--- src/rtl/hdmi_pkg.sv ---
// Shared TMDS definitions for the transmit encoder and receive decoder.
// Control tokens are written MSB..LSB; bit 0 goes out on the wire first.
package hdmi_pkg;
    localparam int TMDS_SYM_W = 10;
    localparam int PIX_W      = 8;

    localparam logic [TMDS_SYM_W-1:0] CTRL_TOKEN_00 = 10'b1101010100;
    localparam logic [TMDS_SYM_W-1:0] CTRL_TOKEN_01 = 10'b0010101011;
    localparam logic [TMDS_SYM_W-1:0] CTRL_TOKEN_10 = 10'b0101010100;
    localparam logic [TMDS_SYM_W-1:0] CTRL_TOKEN_11 = 10'b1010101011;

    function automatic logic [TMDS_SYM_W-1:0] ctrl_token(input logic [1:0] ctrl);
        logic [TMDS_SYM_W-1:0] tok;
        case (ctrl)
            2'b00:   tok = CTRL_TOKEN_00;
            2'b01:   tok = CTRL_TOKEN_01;
            2'b10:   tok = CTRL_TOKEN_10;
            default: tok = CTRL_TOKEN_11;
        endcase
        return tok;
    endfunction
endpackage

--- src/rtl/tmds_qm_stage.sv ---
// Transition-minimising XOR/XNOR chain plus popcount of the result.
// Latency: combinational; the parent registers the outputs.
// Backpressure: none, one pixel per cycle.
module tmds_qm_stage
    import hdmi_pkg::*;
(
    input  logic [PIX_W-1:0] i_data,
    output logic [PIX_W:0]   o_qm,
    output logic [3:0]       o_n1q
);
    logic [3:0]       n1d;
    logic             use_xnor;
    logic [PIX_W-1:0] chain;

    always_comb begin
        n1d = '0;
        for (int i = 0; i < PIX_W; i++) begin
            n1d = n1d + 4'(i_data[i]);
        end
        // XNOR is chosen for bright pixels so the chain produces fewer transitions.
        use_xnor = (n1d > 4'd4) || ((n1d == 4'd4) && !i_data[0]);

        chain    = '0;
        chain[0] = i_data[0];
        for (int i = 1; i < PIX_W; i++) begin
            chain[i] = use_xnor ? ~(chain[i-1] ^ i_data[i]) : (chain[i-1] ^ i_data[i]);
        end
        o_qm = {~use_xnor, chain};

        o_n1q = '0;
        for (int i = 0; i < PIX_W; i++) begin
            o_n1q = o_n1q + 4'(chain[i]);
        end
    end
endmodule

--- src/rtl/tmds_encoder.sv ---
// Single-channel TMDS 8b/10b encoder with running-disparity DC balance.
// Latency: 2 i_pixclk cycles input to o_tmds, one symbol per cycle.
// Backpressure: none; the serializer consumes a symbol every cycle.
module tmds_encoder
    import hdmi_pkg::*;
#(
    parameter int                    CNT_W     = 5,
    parameter logic [TMDS_SYM_W-1:0] RST_TOKEN = 10'b1101010100
) (
    input  logic                  i_pixclk,
    input  logic                  i_rst,
    input  logic                  i_de,
    input  logic [PIX_W-1:0]      i_data,
    input  logic [1:0]            i_ctrl,
    output logic [TMDS_SYM_W-1:0] o_tmds
);
    localparam logic signed [CNT_W-1:0] EIGHT = CNT_W'(8);
    localparam logic signed [CNT_W-1:0] TWO   = CNT_W'(2);

    logic [PIX_W:0]          qm_d, qm_q;
    logic [3:0]              n1q_d, n1q_q;
    logic                    de_q;
    logic [1:0]              ctrl_q;
    logic [TMDS_SYM_W-1:0]   tmds_d, tmds_q;
    logic signed [CNT_W-1:0] cnt_d, cnt_q;

    logic signed [CNT_W-1:0] n1_s, n0_s, disp;
    logic                    qm8;

    tmds_qm_stage u_qm (
        .i_data (i_data),
        .o_qm   (qm_d),
        .o_n1q  (n1q_d)
    );

    always_ff @(posedge i_pixclk) begin
        if (i_rst) begin
            qm_q   <= '0;
            n1q_q  <= '0;
            de_q   <= 1'b0;
            ctrl_q <= '0;
            tmds_q <= RST_TOKEN;
            cnt_q  <= '0;
        end else begin
            qm_q   <= qm_d;
            n1q_q  <= n1q_d;
            de_q   <= i_de;
            ctrl_q <= i_ctrl;
            tmds_q <= tmds_d;
            cnt_q  <= cnt_d;
        end
    end

    always_comb begin
        n1_s   = CNT_W'(n1q_q);
        n0_s   = EIGHT - n1_s;
        disp   = n1_s - n0_s;
        qm8    = qm_q[PIX_W];
        tmds_d = ctrl_token(ctrl_q);
        cnt_d  = '0;

        if (de_q) begin
            if ((cnt_q == 0) || (n1_s == n0_s)) begin
                tmds_d = {~qm8, qm8, qm8 ? qm_q[PIX_W-1:0] : ~qm_q[PIX_W-1:0]};
                cnt_d  = qm8 ? (cnt_q + disp) : (cnt_q - disp);
            end else if (((cnt_q > 0) && (n1_s > n0_s)) || ((cnt_q < 0) && (n0_s > n1_s))) begin
                // Inverting pulls the line back toward zero disparity.
                tmds_d = {1'b1, qm8, ~qm_q[PIX_W-1:0]};
                cnt_d  = cnt_q + (qm8 ? TWO : '0) - disp;
            end else begin
                tmds_d = {1'b0, qm8, qm_q[PIX_W-1:0]};
                cnt_d  = cnt_q - (qm8 ? '0 : TWO) + disp;
            end
        end
    end

    assign o_tmds = tmds_q;
endmodule

--- config.mk ---
export PLATFORM = sky130hd
export DESIGN_NAME = tmds_encoder
export DESIGN_NICKNAME = d
export VERILOG_FILES = /design/src/rtl/hdmi_pkg.sv /design/src/rtl/tmds_qm_stage.sv /design/src/rtl/tmds_encoder.sv
export SDC_FILE = /design/constraint.sdc
export NUM_CORES = 1
export LEC_CHECK = 0
export ABC_AREA = 1
export CAP_MARGIN = 10
export CORE_MARGIN = 1.5
export CORE_UTILIZATION = 35
export CTS_BUF_LIST = sky130_fd_sc_hd__clkbuf_16
export DETAILED_ROUTE_END_ITERATION = 7
export SYNTH_ARGS = -nofsm -noshare
export SYNTH_HDL_FRONTEND = slang
export SYNTH_SLANG_ARGS = --single-unit
--- constraint.sdc ---
create_clock -name i_pixclk -period 8.9 [get_ports i_pixclk]
set_clock_uncertainty 0.05 [all_clocks]
set_input_delay 2.225 -clock i_pixclk [delete_from_list [all_inputs] [get_ports i_pixclk]]
set_output_delay 2.225 -clock i_pixclk [all_outputs]
set_load 0.005 [all_outputs]
==> impl_results.md <==
- Post-route insts no fill: 450
- Via density: 4.427
- Syn nets: between 300 and 400
- Global route total overflow: 0
- # clock sinks: 31
- Synth cell types: 33
- DR pass1 iterations: 6
- DIE WIDTH: a little under 90 µm
- Clock Pin Slew Worst Setup and Hold Paths: 50 ps
- Critical path class: input pin to flop
- CP required: 9040 ps
- Area leader, netlist: dfxtp_1
- Max cap viols: 0
- Mean Syn Cell Area: approximately 7.6 µm²
- Layout area overhead: 18.30%
- Largest cells by area after synthesis: dfxtp_1 (25%), ha_1 (15%), fa_1 (10%), inv_1 (9.9%), nand2_1 (9.2%)
- Slowest cell on the critical path: fa_1
- Status: complete, no violations
- Total Routed Length: 4.575 mm
- First-pass GRT wire length: slightly above 8 mm
- Critical path's top delay family: adder cells
- Post-CTS Hold Buffers: 0
- Critical Path AT: approximately 7900 ps
- CTS resizes: 0
- Worst path depth: 20
- Synth Register Bits: 31
- Cells after synthesis: 328
- Post-synth EDFFs: 0
- CP Cell Sequence: clkdlybuf4s50_1 > ha_1 > inv_1 > fa_1 > fa_1 > inv_1 > fa_1 > fa_1 > nor3_1 > o22ai_2 > xor2_1 > ha_1 > inv_1 > fa_1 > fa_1 > inv_1 > fa_1 > inv_1 > fa_1 > nor2_1
- Initial antenna violation count: 0
- Warnings, synthesis: 0
- Register area share after synthesis: 0.2480
- Ports: 23
- Post-DP HPWL: 3.711 mm
- Vias in the first global route: just under 2,000
- Num CTS Buffers: 5
- Share of the synthesized area in the top cell type: 0.2480
- Crit-path most repeated cell: fa_1
- Vias: 1,992
- Slew @ Worst Pin: 825.9 ps
- Final nets: 409
- Routability cong.: 0.8071
- Synthesized area: 0.002502 mm²
- Initial drt markers: 41
- Flop2flop setup slack: 5780 ps
- Final hold slack: around 430 ps
- Clk_lat worst skew: 270 ps
- Fill cells: between 600 and 700
- RSZ-0062 raised after global routing: no
- TritonCTS clock tree: done
- Post-route ant nets: 0
- CP max stage delay: 490 ps
- Largest net degree at the start of global routing: 24
- Starting Density: 0.3643
- Post-CTS setup buffer count: 0
- Residual DRC count: 0
- Die area: 0.007666 mm²
- IO Port Bufs: 22
- Critical Path Start Type: input pin
- Hold Violations, Final: 0
- Hold WC Path Type: flop to flop
- Placed cell count: 442
- Clock Tree Root: clkbuf_16
- Fin crit share: 0.8673
- Crit path buffers/inverters: 6
- Final worst path period need: 7719 ps
- Prevailing post-synth register cell: dfxtp_1
- Die H: 87.56 µm
- GRT Total Usage: 0.1318
- Design area: 0.002960 mm²
- Path depth of the worst reg2reg path: 21
- WL/cell: 10.17 µm
- Commonest non-fill, non-tap cells in the layout: inv_1 (67), nand2_1 (61), dfxtp_1 (31)
- Placed inst area: 0.002819 mm²
- H-tree Lvls: 2
- Hold path depth: 2
- Peak Freq: 129.6 MHz
- Async SR Flop Fraction: 0
- Share of cells above drive strength 1: 0.08475
- Slew Limit Fails: 0
- Diodes inserted: 0
- Final setup vio count: 0
- Core Rows: 30
- Worst setup EP type: flop
- Worst slew margin: 0.4477
- Clock buffer depth: 2
- Largest fanout on the critical path: 5
- Most common cell after layout, fill and taps aside: inv_1
- Fin Setup TNS: 0 ps
- Area of the core: roughly 0.0069 mm²
## cell families after synthesis
group,after synthesis,share of synthesized area
AOI/OAI and AO/OA,36,0.08400
xor gates and xnor gates,17,0.07600
adders and majority gates,43,0.2540
DFF,31,0.2480
and+or+nand+nor,127,0.2235
buffers and inverters,74,0.1145
## path summary, 6_finish.rpt
check / from / to
hold reg to reg: flop / flop
hold / removal: flop / flop
setup / recovery: i_data[0] / n1q_q[1]$_SDFF_PP0_
setup reg to reg: n1q_q[1]$_SDFF_PP0_ / cnt_q[4]$_SDFF_PP0_
## worst min-delay path: cells and delay by family (launching register included)
kind,cells,cell delay (ps)
flip-flops,1,290
buffers and inverters,1,90
AND/OR/NAND/NOR,1,50
## registers in the layout, summed over array words and instances (netlist names), named ones only
name    count
ctrl_q      2
o_tmds     10
qm_q        9
de_q        1
n1q_q       4
cnt_q       4
## cell type report
cell class / count / area [µm²] / area share
clock buffer: 5 / 125.1 / 0.04227
clock inverter: 3 / 16.27 / 0.005495
sequential: 31 / 620.6 / 0.2096
timing repair buffer: 22 / 220.2 / 0.07439
tap: 96 / 120.1 / 0.04057
multi-input combinational: 223 / 1595 / 0.5389
inverter: 70 / 262.8 / 0.08876
## through the flow
step,util,setup slack [ps]
after floorplan,-,1624
after global placement,0.4104,995.3
after detailed placement,0.4104,937.1
after CTS,0.4310,1178
after global routing,0.4310,916.6
final,0.4310,1181
## cell usage after synthesis, drive strengths merged, types with 2 or more instances
master	count
a21boi	3
a31oi	3
nand2	71
xnor2	6
buf	2
fa	13
ha	30
clkbuf	2
nor2	27
o21ai	14
xor2	11
a21oi	12
dfxtp	31
nand3	26
inv	70
## metal layers
layer	global-route usage	vias up	share of wire
li1	-	1054	-
met1	0.1674	906	0.48
met2	0.2329	28	0.48
met3	0.02356	4	0.037
met4	0.03030	0	0.0057
met5	0	-	0
Power is left out: the tool's default activity adds up to more than one toggle a clock period on the data nets, which glitch-free logic cannot reach.
